<file path="src/rtl/calc_pkg.sv">
// Shared types, constants and helpers for the calculator display scan controller.
package calc_pkg;

  localparam int unsigned OP_W        = 7;
  localparam int unsigned BCD_W       = 8;
  localparam int unsigned CONV_CYCLES = 14;
  localparam int unsigned BCD_MAX     = 99;

  typedef enum logic [1:0] {
    SLOT_N1_ONES = 2'd0,
    SLOT_N1_TENS = 2'd1,
    SLOT_N2_ONES = 2'd2,
    SLOT_N2_TENS = 2'd3
  } slot_e;

  typedef enum logic [1:0] {
    ST_IDLE   = 2'd0,
    ST_CONV   = 2'd1,
    ST_COMMIT = 2'd2
  } state_e;

  // Active-low {g,f,e,d,c,b,a}
  localparam logic [6:0] SEG_0     = 7'h40;
  localparam logic [6:0] SEG_1     = 7'h79;
  localparam logic [6:0] SEG_2     = 7'h24;
  localparam logic [6:0] SEG_3     = 7'h30;
  localparam logic [6:0] SEG_4     = 7'h19;
  localparam logic [6:0] SEG_5     = 7'h12;
  localparam logic [6:0] SEG_6     = 7'h02;
  localparam logic [6:0] SEG_7     = 7'h78;
  localparam logic [6:0] SEG_8     = 7'h00;
  localparam logic [6:0] SEG_9     = 7'h10;
  localparam logic [6:0] SEG_BLANK = 7'h7F;

  function automatic logic [OP_W-1:0] clamp_bcd(input logic [OP_W-1:0] v);
    return (v > OP_W'(BCD_MAX)) ? OP_W'(BCD_MAX) : v;
  endfunction

  // One double-dabble step: add-3 correction on each nibble, then shift in bit_in.
  function automatic logic [BCD_W-1:0] dd_step(input logic [BCD_W-1:0] bcd, input logic bit_in);
    logic [3:0] hi;
    logic [3:0] lo;
    hi = (bcd[7:4] >= 4'd5) ? bcd[7:4] + 4'd3 : bcd[7:4];
    lo = (bcd[3:0] >= 4'd5) ? bcd[3:0] + 4'd3 : bcd[3:0];
    return {hi[2:0], lo, bit_in};
  endfunction

endpackage

</file>
<file path="src/rtl/bcd_to_seg.sv">
// Combinational BCD nibble to active-low seven-segment decode; 10-15 decode blank.
module bcd_to_seg
  import calc_pkg::*;
(
  input  logic [3:0] nibble,
  output logic [6:0] seg_c
);

  always_comb begin
    seg_c = SEG_BLANK;
    case (nibble)
      4'd0: seg_c = SEG_0;
      4'd1: seg_c = SEG_1;
      4'd2: seg_c = SEG_2;
      4'd3: seg_c = SEG_3;
      4'd4: seg_c = SEG_4;
      4'd5: seg_c = SEG_5;
      4'd6: seg_c = SEG_6;
      4'd7: seg_c = SEG_7;
      4'd8: seg_c = SEG_8;
      4'd9: seg_c = SEG_9;
      default: seg_c = SEG_BLANK;
    endcase
  end

endmodule

</file>
<file path="src/rtl/calc_display_scan_ctrl.sv">
// Two-operand BCD conversion and 4-digit seven-segment scan controller.
// Optional leading-zero blanking of the tens slots: CALC_BLANK_LEADING_ZERO_EN.
module calc_display_scan_ctrl
  import calc_pkg::*;
#(
  parameter int unsigned REFRESH_DIV = 100000
) (
  input  logic             clk,
  input  logic             rst_n,
  input  logic             load,
  input  logic [OP_W-1:0]  num1,
  input  logic [OP_W-1:0]  num2,
  output logic             busy,
  output logic [1:0]       digit_sel,
  output logic [3:0]       an,
  output logic [6:0]       seg
);

  localparam int unsigned PW = (REFRESH_DIV > 1) ? $clog2(REFRESH_DIV) : 1;
  localparam logic [PW-1:0] PRESC_LAST = PW'(REFRESH_DIV - 1);

  state_e           state;
  state_e           state_nxt;
  logic [3:0]       shift_cnt;
  logic [OP_W-1:0]  op1;
  logic [OP_W-1:0]  op2;
  logic [BCD_W-1:0] bcd1;
  logic [BCD_W-1:0] bcd2;
  logic [3:0][3:0]  nib;

  logic [PW-1:0]    presc;
  logic             tick_c;
  logic [1:0]       sel_nxt_c;
  logic [3:0]       nib_sel_c;
  logic [6:0]       seg_dec_c;
  logic             blank_c;

  always_ff @(posedge clk or negedge rst_n) begin
    if (!rst_n) state <= ST_IDLE;
    else        state <= state_nxt;
  end

  always_comb begin
    state_nxt = state;
    case (state)
      ST_IDLE:   if (load) state_nxt = ST_CONV;
      ST_CONV:   if (shift_cnt == 4'(CONV_CYCLES - 1)) state_nxt = ST_COMMIT;
      ST_COMMIT: state_nxt = ST_IDLE;
      default:   state_nxt = ST_IDLE;
    endcase
  end

  // Conversion datapath: first 7 steps shift num1, last 7 shift num2.
  always_ff @(posedge clk or negedge rst_n) begin
    if (!rst_n) begin
      busy      <= 1'b0;
      shift_cnt <= '0;
      op1       <= '0;
      op2       <= '0;
      bcd1      <= '0;
      bcd2      <= '0;
      nib       <= '0;
    end else begin
      busy <= (state_nxt != ST_IDLE);
      case (state)
        ST_IDLE: if (load) begin
          op1       <= clamp_bcd(num1);
          op2       <= clamp_bcd(num2);
          bcd1      <= '0;
          bcd2      <= '0;
          shift_cnt <= '0;
        end
        ST_CONV: begin
          shift_cnt <= shift_cnt + 4'd1;
          if (shift_cnt < 4'(OP_W)) begin
            bcd1 <= dd_step(bcd1, op1[OP_W-1]);
            op1  <= op1 << 1;
          end else begin
            bcd2 <= dd_step(bcd2, op2[OP_W-1]);
            op2  <= op2 << 1;
          end
        end
        ST_COMMIT: nib <= {bcd2[7:4], bcd2[3:0], bcd1[7:4], bcd1[3:0]};
        default: ;
      endcase
    end
  end

  assign tick_c    = (presc == PRESC_LAST);
  assign sel_nxt_c = digit_sel + 2'd1;
  assign nib_sel_c = nib[sel_nxt_c];

  bcd_to_seg u_bcd_to_seg (
    .nibble (nib_sel_c),
    .seg_c  (seg_dec_c)
  );

`ifdef CALC_BLANK_LEADING_ZERO_EN
  assign blank_c = ((slot_e'(sel_nxt_c) == SLOT_N1_TENS) || (slot_e'(sel_nxt_c) == SLOT_N2_TENS))
                   && (nib_sel_c == 4'd0);
`else
  assign blank_c = 1'b0;
`endif

  // Free-running scan; the tick reads the nibbles held before any same-cycle commit.
  always_ff @(posedge clk or negedge rst_n) begin
    if (!rst_n) begin
      presc     <= '0;
      digit_sel <= 2'd0;
      an        <= 4'hF;
      seg       <= SEG_BLANK;
    end else begin
      presc <= tick_c ? '0 : presc + PW'(1);
      if (tick_c) begin
        digit_sel <= sel_nxt_c;
        an        <= blank_c ? 4'hF : ~(4'b0001 << sel_nxt_c);
        seg       <= blank_c ? SEG_BLANK : seg_dec_c;
      end
    end
  end

endmodule

</file>
<file path="config.mk">
export PLATFORM = sky130hd
export DESIGN_NAME = calc_display_scan_ctrl
export DESIGN_NICKNAME = d
export VERILOG_FILES = /design/src/rtl/calc_pkg.sv /design/src/rtl/bcd_to_seg.sv /design/src/rtl/calc_display_scan_ctrl.sv
export SDC_FILE = /design/constraint.sdc
export NUM_CORES = 1
export LEC_CHECK = 0
export ABC_AREA = 1
export CAP_MARGIN = 10
export CORE_ASPECT_RATIO = 1.25
export CORE_UTILIZATION = 40
export DETAILED_ROUTE_END_ITERATION = 8
export GPL_TIMING_DRIVEN = 0
export PLACE_DENSITY = 0.57
export SYNTH_ARGS = -nofsm -noshare
export SYNTH_HDL_FRONTEND = slang
export SYNTH_SLANG_ARGS = --single-unit
</file>
<file path="constraint.sdc">
create_clock -name clk -period 5 [get_ports clk]
set_clock_uncertainty 0.15 [all_clocks]
set_input_delay 1 -clock clk [delete_from_list [all_inputs] [get_ports clk]]
set_output_delay 1 -clock clk [all_outputs]
set_load 0.05 [all_outputs]
</file>
Yosys cells after proc, flatten, opt, wreduce, memory -nomap -nowiden
Memory sizes are Yosys's and may differ from the RTL's. A register that Yosys moved wholly into a read port is not among the register bits.
Index checks and enable logic that the tools add are counted.
- input bits: 17
- memories: 1
- bits in latches: 0
- bits in read-only memories: 112
- bits in writable memories: 0
- output and inout bits: 14
- flip-flop bits (word level): 76
- logic and storage cells: 71
- eq/ne operators: 7
- multiply operators: 0
- order comparisons: 8
- multiplexer cells: 25
- div/mod/pow operators: 0
- reductions and logical operators: 7
- bitwise logic cells: 1
- shift operators: 1
- add/sub/neg operators: 7
- memory list (memory ; depth ; width ; read ports ; clocked after memory_dff ; write ports ; RTL line ; text):
    (no name shown) ; 16 ; 7 ; 1 ; 1 ; 0 ; bcd_to_seg.sv:11 ; case (nibble)
- operator list (operator ; number):
    $mux 7 ; 6
    $pmux 8 s2 ; 2
    $pmux 7 s2 ; 2
    $mux 8 ; 3
    $add 17x1->17 const B ; 1
    $eq 17x17->1 const B ; 1
    $mux 17 ; 1
    $ge 4x3->1 const B ; 4
    $mux 4 ; 4
    $gt 7x7->1 const B ; 2
    $add 4x2->4 const B ; 2
    $bmux 4 s2 ; 1
    $pmux 4 s2 ; 1
    $add 3x2->3 const B ; 2
    $mux 3 ; 2
    $ne 2x2->1 const B ; 3
    $reduce_and 3->1 ; 2
    $add 4x1->4 const B ; 1
    $eq 4x4->1 const B ; 1
    $lt 4x3->1 const B ; 1
    $mux 2 ; 2
    $not 4->4 ; 1
    $pmux 2 s2 ; 1
    $reduce_bool 2->1 ; 2
    other kinds (8) ; 8

Logic depth before layout (Yosys ltp)
Gate-level depths: netlist of the first run.
- depth after elaboration: 4
- mapped depth: 15
- depth with buffers taken out: 13

Cells and area by module
A second synthesis of the first run with hierarchy kept.
- cell total of the unflattened synthesis: 570
- area, all modules: 4456.8 um2
- modules (own cells, without submodules) (module ; sequential area each (um2) ; times used ; cells each ; area each (um2)):
    calc_display_scan_ctrl ; 2090.8 ; 1 ; 535 ; 4269.1
    bcd_to_seg ; 0.0 ; 1 ; 35 ; 187.7

Worst setup path after synthesis of the first run
Ideal clock, no wire load.
- path type: reg-to-reg
- from: register digit_sel[0]
- to: register seg[1]
- data arrival time: 2.454 ns
- clock period less this slack: 2.664 ns
- cell stages (with the launch flop): 15
- path buffers: 2
- path slack: 2.336 ns
- required time: 4.790 ns
- setup time: 0.060 ns
- cell sequence: dfrtp_1 -> buf_4 -> inv_2 -> buf_6 -> ha_1 -> inv_1 -> nor2_1 -> o21ai_0 -> nand2_1 -> inv_1 -> ha_1 -> nand3_1 -> a21oi_1 -> nand2_1 -> nand2_1
- cells in the longest elaborated chain, start to end: 3
- ends and longest elaborated chain (element ; RTL line ; text):
    start, declared ; calc_display_scan_ctrl.sv:14 ; output logic [1:0] digit_sel,
    start signal, assigned ; calc_display_scan_ctrl.sv:115 ; digit_sel <= sel_nxt_c;
    $add 2x1->2 ; calc_display_scan_ctrl.sv:90 ; assign sel_nxt_c = digit_sel + 2'd1;
    named net sel_nxt_c[0] ; calc_display_scan_ctrl.sv:33 ; logic [1:0] sel_nxt_c;
    $bmux 4 s2 ; calc_display_scan_ctrl.sv:91 ; assign nib_sel_c = nib[sel_nxt_c];
    $mux 4 (not written as such) ; calc_display_scan_ctrl.sv:91 ;
    end, declared ; calc_display_scan_ctrl.sv:16 ; output logic [6:0] seg
The timed path passes the listed nets, and every way through them passes these cells. The select of a mux whose other input is x is not followed.
A chain may end at the register's enable or synchronous reset.

Worst setup path after layout of the first run
- from: register seg[0]
- to: output port seg[0]
No word-level cell between the ends.

==> results of run 1 <==
[worst min path at each step]
stage,startpoint,end,slack [ns]
2_1_floorplan,presc[0]$_DFF_PN0_,presc[0]$_DFF_PN0_,0.28
3_3_place_gp,presc[0]$_DFF_PN0_,presc[0]$_DFF_PN0_,0.30
3_5_place_dp,seg[4]$_DFFE_PN1N_,seg[4]$_DFFE_PN1N_,0.31
4_1_cts,seg[4]$_DFFE_PN1N_,seg[4]$_DFFE_PN1N_,0.32
5_1_grt,seg[5]$_DFFE_PN1N_,seg[5]$_DFFE_PN1N_,0.33
6_report,seg[4]$_DFFE_PN1N_,seg[4]$_DFFE_PN1N_,0.32
[cells by family after synthesis]
logic type      synth area share, %
buf+inv                        8.39
flops                          47.3
compound gates                 12.7
simple gates                   23.7
xor+xnor                       2.18
fa+ha+maj                      5.67
[sequential cells by signal, summed over array words and instances (netlist names), 2 cells and up]
signal     cells
presc         17
nib           16
bcd1           8
bcd2           8
op1            7
op2            7
seg            7
an             4
shift_cnt      4
digit_sel      2
state          2
[cell usage in the layout (no fill, tap or decap), types with 3 or more instances in the layout]
cell,Yosys,routed
nand2_1,126,126
dfrtp_1,72,72
inv_1,69,69
o21ai_0,50,50
nand3_1,39,39
nor2_1,38,38
clkdlybuf4s50_1,0,29
ha_1,20,20
a21oi_1,12,12
xor2_1,11,11
dfstp_2,11,11
nor3_1,10,10
o22ai_1,10,10
clkbuf_16,0,9
nand2_2,6,6
o21ai_2,6,6
o21ai_1,6,6
inv_2,4,4
buf_6,4,4
bufinv_16,0,4
buf_4,2,3
o211ai_1,3,3
nand4_1,3,3
nor2_8,3,3
clkbuf_1,3,3
[area by class of cell]
cell class | count | area [um^2]
Timing Repair Buffer | 31 | 325
Clock inverter | 7 | 140
Buffer | 11 | 81.3
Inverter | 75 | 289
Tap cell | 132 | 165
Fill cell | 1035 | 5400
Sequential cell | 83 | 2090
Multi-Input combinational cell | 360 | 1960
Clock buffer | 9 | 225
[report_power, final]
part | internal (mW) | leakage (nW) | switching (mW)
Sequential | 0.838 | 1.05 | 0.101
Clock | 0.537 | 0.172 | 0.272
Combinational | 0.375 | 1.24 | 0.626
Total | 1.75 | 2.47 | 0.999
[routing by layer]
layer / wire (um) / GRT usage (%)
met1: 4030 / 20.6
met2: 4610 / 30.9
met3: 250 / 3.77
met4: 194 / 7.65
met5: 0 / 0
[worst min-delay path, cell delays in order, from the launching register on]
cell and delay, ns:
dfstp_2 0.37, nand2_1 0.05, nand2_1 0.05
==> qor.csv, run 1 <==
stage,metric,value,unit
grt,total track usage,17.8,%
place,# port buffers,30,
layout,Final Core Density,49.4,%
route,WL per Instance,12.8,um
logic_synthesis,"Async S/R FF share, synth",100,%
logic_synthesis,#FFs+latches synth,83,
place,RePlAce Congestion,0.849,
worst_setup_path,Critical Path Max Stage Delay,0.80,ns
power_and_ir_drop,PD cells,522,nW/um^2
logic_synthesis,syn_nets,566,
worst_setup_path,r2r endpoint,seg[1]$_DFFE_PN1N_,
timing,WHS,0.317,ns
timing,Final Cycle Share,56.3,%
outcome,outcome,"complete, no violations",
grt,first-pass GRT wire length,15.9,mm
place,Post-Place Cells,692,
route,number of nets with antenna violations after routing,0,
floorplanning,core area,10700,um^2
power_and_ir_drop,peak supply drop,284,uV
power_and_ir_drop,Static Leak,2.47,nW
floorplanning,I/O pin count,31,
worst_setup_path,origin of the worst setup path,seg[0]$_DFFE_PN1N_,
worst_setup_path,crit path capture type,primary output,
worst_setup_path,WP data arrival,1.66,ns
floorplanning,Die H,119,um
layout,n_diodes,0,
layout,fin area,5270,um^2
worst_setup_path,r2r worst-path depth,14,
place,Post-DP HPWL,6.62,mm
worst_setup_path,WP buf/inv,1,
grt,gr ovfl total,0,
logic_synthesis,Yosys Warn Count,0,
worst_setup_path,Setup CP Type,reg -> out,
worst_setup_path,CP cell instances,clkdlybuf4s50_1,
layout,Nets,608,
logic_synthesis,top-count cell post-synth,nand2_1,
route,DRC,0,
timing,Worst Tran Pin Value,0.499,ns
logic_synthesis,synth cell count leaders,"nand2_1 (126), dfrtp_1 (72), inv_1 (69)",
power_and_ir_drop,total power,2.75,mW
timing,post-route setup TNS,0,ns
clocking,"Reg clk slew, reported paths",0.06,ns
timing,fin. max-slew vios,0,
route,WL final,9.09,mm
logic_synthesis,Post-synth EDFFs,0,
layout,Syn-to-layout area delta,19.4,%
grt,number of global-route vias before repair,3528,
logic_synthesis,ys flop type,dfrtp_1,
logic_synthesis,Synth cell types,38,
run,MaxCap Viol Count,0,
worst_setup_path,Reg2Reg Setup Slack,2.33,ns
timing,fin crit period,2.81,ns
clocking,CTS sink count,83,
floorplanning,Initial Util,41.4,%
worst_setup_path,critical path's top delay family,buffers and inverters,
clocking,clock buffer depth,2,
clocking,H-tree levels,3,
timing,FMAX,355,MHz
timing,Final Hold Fails,0,
clocking,cts hold-fix bufs,0,
logic_synthesis,Yosys top cell area share,40.8,%
logic_synthesis,sequential fraction of the synthesis area,47.3,%
timing,RSZ-0062 raised after global routing,no,
worst_setup_path,slowest library cell on the worst path,clkdlybuf4s50_1,
logic_synthesis,Mapped Avg Cell Area,8.35,um^2
logic_synthesis,cells after synthesis,529,
hold_path,HP Class,reg -> reg,
clocking,later-pin clock latency in the skew report,0.34,ns
worst_setup_path,RR Startpoint,digit_sel[0]$_DFFE_PN0N_,
floorplanning,Horiz. Die Dim,96.0,um
clocking,CTS buffer count,9,
grt,largest net degree at the start of global routing,63,
logic_synthesis,"area leader, netlist",dfrtp_1,
timing,Slew headroom,66.6,%
route,Avg Vias per Cell,4.97,
clocking,CTS tree,done,
clocking,post-CTS setup buffers,0,
route,via count,3518,
timing,final setup fails,0,
route,DR iter-0 viols,150,
worst_setup_path,crit start category,flip-flop,
layout,Finished Layout Cells,708,
timing,worst setup slack after layout,2.19,ns
worst_setup_path,"Max FO, Critical Path",2,
layout,share of layout cells above drive strength 1,11.5,%
floorplanning,Die ar.,11500,um^2
clocking,CTS root buffer,clkbuf_16,
hold_path,Hold Path Depth,2,
place,placed instance area,4910,um^2
place,pre-CTS WS,2.35,ns
floorplanning,Row Count,42,
worst_setup_path,Crit path depth,1,
logic_synthesis,Area contributors post-synth,"dfrtp_1 (41%), nand2_1 (11%), dfstp_2 (6.5%), inv_1 (5.9%), ha_1 (5.7%)",
worst_setup_path,Crit path required time,3.85,ns
clocking,Post-CTS Resized,0,
worst_setup_path,crit path capture,seg[0],
route,number of detailed-route iterations in the first pass,4,
grt,initial antenna violation count,0,
logic_synthesis,Post-Syn Area,4420,um^2
Note: power is estimated with default switching activity, not from simulation.
==> inputs of run 2 (changes only) <==
Settings changed: PLACE_DENSITY 0.57 to 0.59.
Clock period 5 ns to 2.53 ns, I/O delays scaled along.
==> qor.csv, run 2 (synthesis results as in run 1) <==
stage,metric,value,unit,change
outcome,outcome,"complete, no violations",,
layout,Largest register FFs,17,,unchanged
floorplanning,Horiz. Die Dim,96.0,um,unchanged
route,DR iter-0 viols,142,,-5.3%
worst_setup_path,CP cell instances,"buf_6, inv_2, buf_6, ha_4, inv_2, nor2_1, o21ai_0, nand2_1, inv_1, ha_1, nand3_1, a21oi_2, nand2_1, nand2_1",,
clocking,"Reg clk slew, reported paths",0.06,ns,about the same
place,RePlAce Congestion,0.874,,+3.0%
run,MaxCap Viol Count,0,,unchanged
floorplanning,Initial Util,41.4,%,unchanged
power_and_ir_drop,peak supply drop,597,uV,+110%
layout,Nets,612,,+0.66%
hold_path,HP Class,reg -> reg,,
worst_setup_path,"Max FO, Critical Path",11,,+9
route,via count,3512,,-0.17%
timing,post-route setup TNS,0,ns,unchanged
floorplanning,I/O pin count,31,,unchanged
layout,# fillers,1027,,-0.77%
grt,met1 GRT Util,21.0,%,+0.39 points
route,Avg Vias per Cell,4.93,,-0.73%
power_and_ir_drop,Switching Fraction,37.1,%,+0.81 points
timing,FMAX,424,MHz,
worst_setup_path,r2r endpoint,seg[1]$_DFFE_PN1N_,,
worst_setup_path,Critical Path Max Stage Delay,0.40,ns,-0.40 ns
hold_path,Worst Hold End,seg[4]$_DFFE_PN1N_,,
worst_setup_path,crit path capture type,flip-flop,,
place,Post-DP HPWL,6.67,mm,+0.79%
grt,largest net degree at the start of global routing,69,,+9.5%
timing,RSZ-0062 raised after global routing,no,,
layout,share of layout cells above drive strength 1,12.4,%,+0.96 points
grt,initial antenna violation count,0,,unchanged
clocking,CTS sink count,83,,unchanged
power_and_ir_drop,Reg power frac,35.3,%,+1.2 points
grt,met3 usage,4.21,%,+0.45 points
layout,Largest Register,presc,,
grt,GRT Max-Usage Layer,met2,,
clocking,later-pin clock latency in the skew report,0.34,ns,about the same
clocking,CTS root buffer,clkbuf_16,,
layout,"most common cell after layout, fill and taps aside",nand2_1,,
worst_setup_path,crit start category,flip-flop,,
layout,most frequent cells in the layout,"nand2_1 (125), dfrtp_1 (71), inv_1 (68)",,
layout,Syn-to-layout area delta,19.6,%,
clocking,CTS buffer count,9,,unchanged
power_and_ir_drop,Clk pwr share,27.0,%,-2.4 points
timing,Final Hold Fails,0,,unchanged
place,# port buffers,30,,unchanged
worst_setup_path,origin of the worst setup path,digit_sel[0]$_DFFE_PN0N_,,
route,DRC,0,,unchanged
grt,total track usage,18.0,%,+0.24 points
layout,n_diodes,0,,unchanged
clocking,clock buffer depth,2,,unchanged
power_and_ir_drop,PD cells,992,nW/um^2,+90%
floorplanning,Die H,119,um,unchanged
grt,gr ovfl total,0,,unchanged
worst_setup_path,r2r worst-path depth,14,,unchanged
place,pre-CTS WS,-0.160,ns,-2.51 ns
hold_path,Hold Path Depth,2,,unchanged
power_and_ir_drop,Static Leak,2.48,nW,+0.27%
worst_setup_path,WP data arrival,2.49,ns,+0.83 ns
grt,first-pass GRT wire length,15.9,mm,about the same
clocking,H-tree levels,3,,unchanged
layout,Regs by FF count,"presc: 17 flops, nib: 16 flops",,
floorplanning,Die ar.,11500,um^2,unchanged
route,WL per Instance,12.7,um,-1.2%
hold_path,hold_sp,seg[4]$_DFFE_PN1N_,,
worst_setup_path,RR Startpoint,digit_sel[0]$_DFFE_PN0N_,,
power_and_ir_drop,internal power,3.30,mW,+88%
power_and_ir_drop,total power,5.24,mW,+91%
timing,Worst Tran Pin Value,0.526,ns,+0.0272 ns
floorplanning,core area,10700,um^2,unchanged
route,number of detailed-route iterations in the first pass,4,,unchanged
timing,Slew headroom,64.8,%,-1.8 points
power_and_ir_drop,Comb power frac,37.7,%,+1.3 points
grt,number of global-route vias before repair,3470,,-1.6%
timing,fin crit period,2.36,ns,
timing,final setup fails,0,,unchanged
timing,Final Cycle Share,93.2,%,
worst_setup_path,slowest library cell on the worst path,dfrtp_2,,
clocking,CTS tree,done,,
worst_setup_path,Crit path top cell by count,nand2_1,,
timing,worst setup slack after layout,0.171,ns,-2.02 ns
floorplanning,Row Count,42,,unchanged
grt,global routing usage on met2,31.4,%,+0.53 points
route,number of nets with antenna violations after routing,0,,unchanged
route,WL final,9.03,mm,-0.59%
worst_setup_path,Reg2Reg Setup Slack,0.17,ns,-2.16 ns
worst_setup_path,Crit path required time,2.66,ns,-1.19 ns
timing,fin. max-slew vios,0,,unchanged
layout,Final Core Density,49.5,%,+0.11 points
power_and_ir_drop,Sw Pwr,1.95,mW,+95%
worst_setup_path,Setup CP Type,reg -> reg,,
## run 2: cell count changes in the layout (fill, tap and decap cells not counted), sizes merged
cell	change
bufinv	-2
clkbuf	+3
buf	+3
clkinv	+1
dlygate4sd3	+1
clkinvlp	-2
## run 2: critical path: cells and delay by family, from the launching register on
family / cells / cell delay [ns]
adder cells (fa/ha/maj): 2 / 0.58
AND/OR/NAND/NOR: 5 / 0.42
AO/OA/AOI/OAI: 2 / 0.24
flip-flops: 1 / 0.40
buffers and inverters: 5 / 0.48
## run 2: how the worst max path moves through the flow
stage | slack (ns) | to
4_1_cts | 0.06 | seg[1]$_DFFE_PN1N_
6_report | 0.17 | seg[1]$_DFFE_PN1N_
2_1_floorplan | 0.03 | seg[1]$_DFFE_PN1N_
3_3_place_gp | -2.56 | digit_sel[0]$_DFFE_PN0N_
5_1_grt | 0.01 | seg[3]$_DFFE_PN1N_
3_5_place_dp | -0.16 | seg[1]$_DFFE_PN1N_
## run 2: power by group through the flow
stage / Clock (mW) / Combinational [mW] / Sequential, mW
floorplan: 0 / 1.54 / 1.84
detailed placement: 0 / 1.99 / 1.88
finish: 1.41 / 1.98 / 1.85
CTS: 1.45 / 2.00 / 1.85
global placement: 0 / 1.94 / 1.86
global route: 1.50 / 2.27 / 1.89
## run 2: timing repair
| item | CTS | global route |
|---|---|---|
| pin swaps | 1 | 1 |
| hold endpoints to repair | 8 | 0 |
| setup buffers | 1 | 2 |
| endpoints found under the setup margin | 6 | 5 |
| hold buffers | 1 | 0 |
| resized for setup | 2 | 4 |
## run 2: layout make-up
type                    instances  area [um^2]  area share, %
flip-flops and latches         83         2090           39.6
multi-input cells             360         1970           37.4
repair buffers                 35          358           6.77
inverters                      75          289           5.47
clock buffers                  12          246           4.66
well taps                     132          165           3.13
plain buffers                  11         85.1           1.61
clock inverters                 4         73.8           1.40
## run 2: metal layers
layer / part of all wire (%) / vias to the layer above
li1: - / 1806
met1: 44 / 1644
met2: 51 / 50
met3: 2.9 / 12
met4: 1.9 / 0
met5: 0 / -
## run 2: metrics by stage
stage	instance area (um^2)	hold slack [ns]	std cells
floorplan	4420	0.0604	529
global placement	4880	0.305	691
detailed placement	4910	0.241	692
CTS	5260	0.318	710
global route	5280	0.328	712
finish	5280	0.317	712
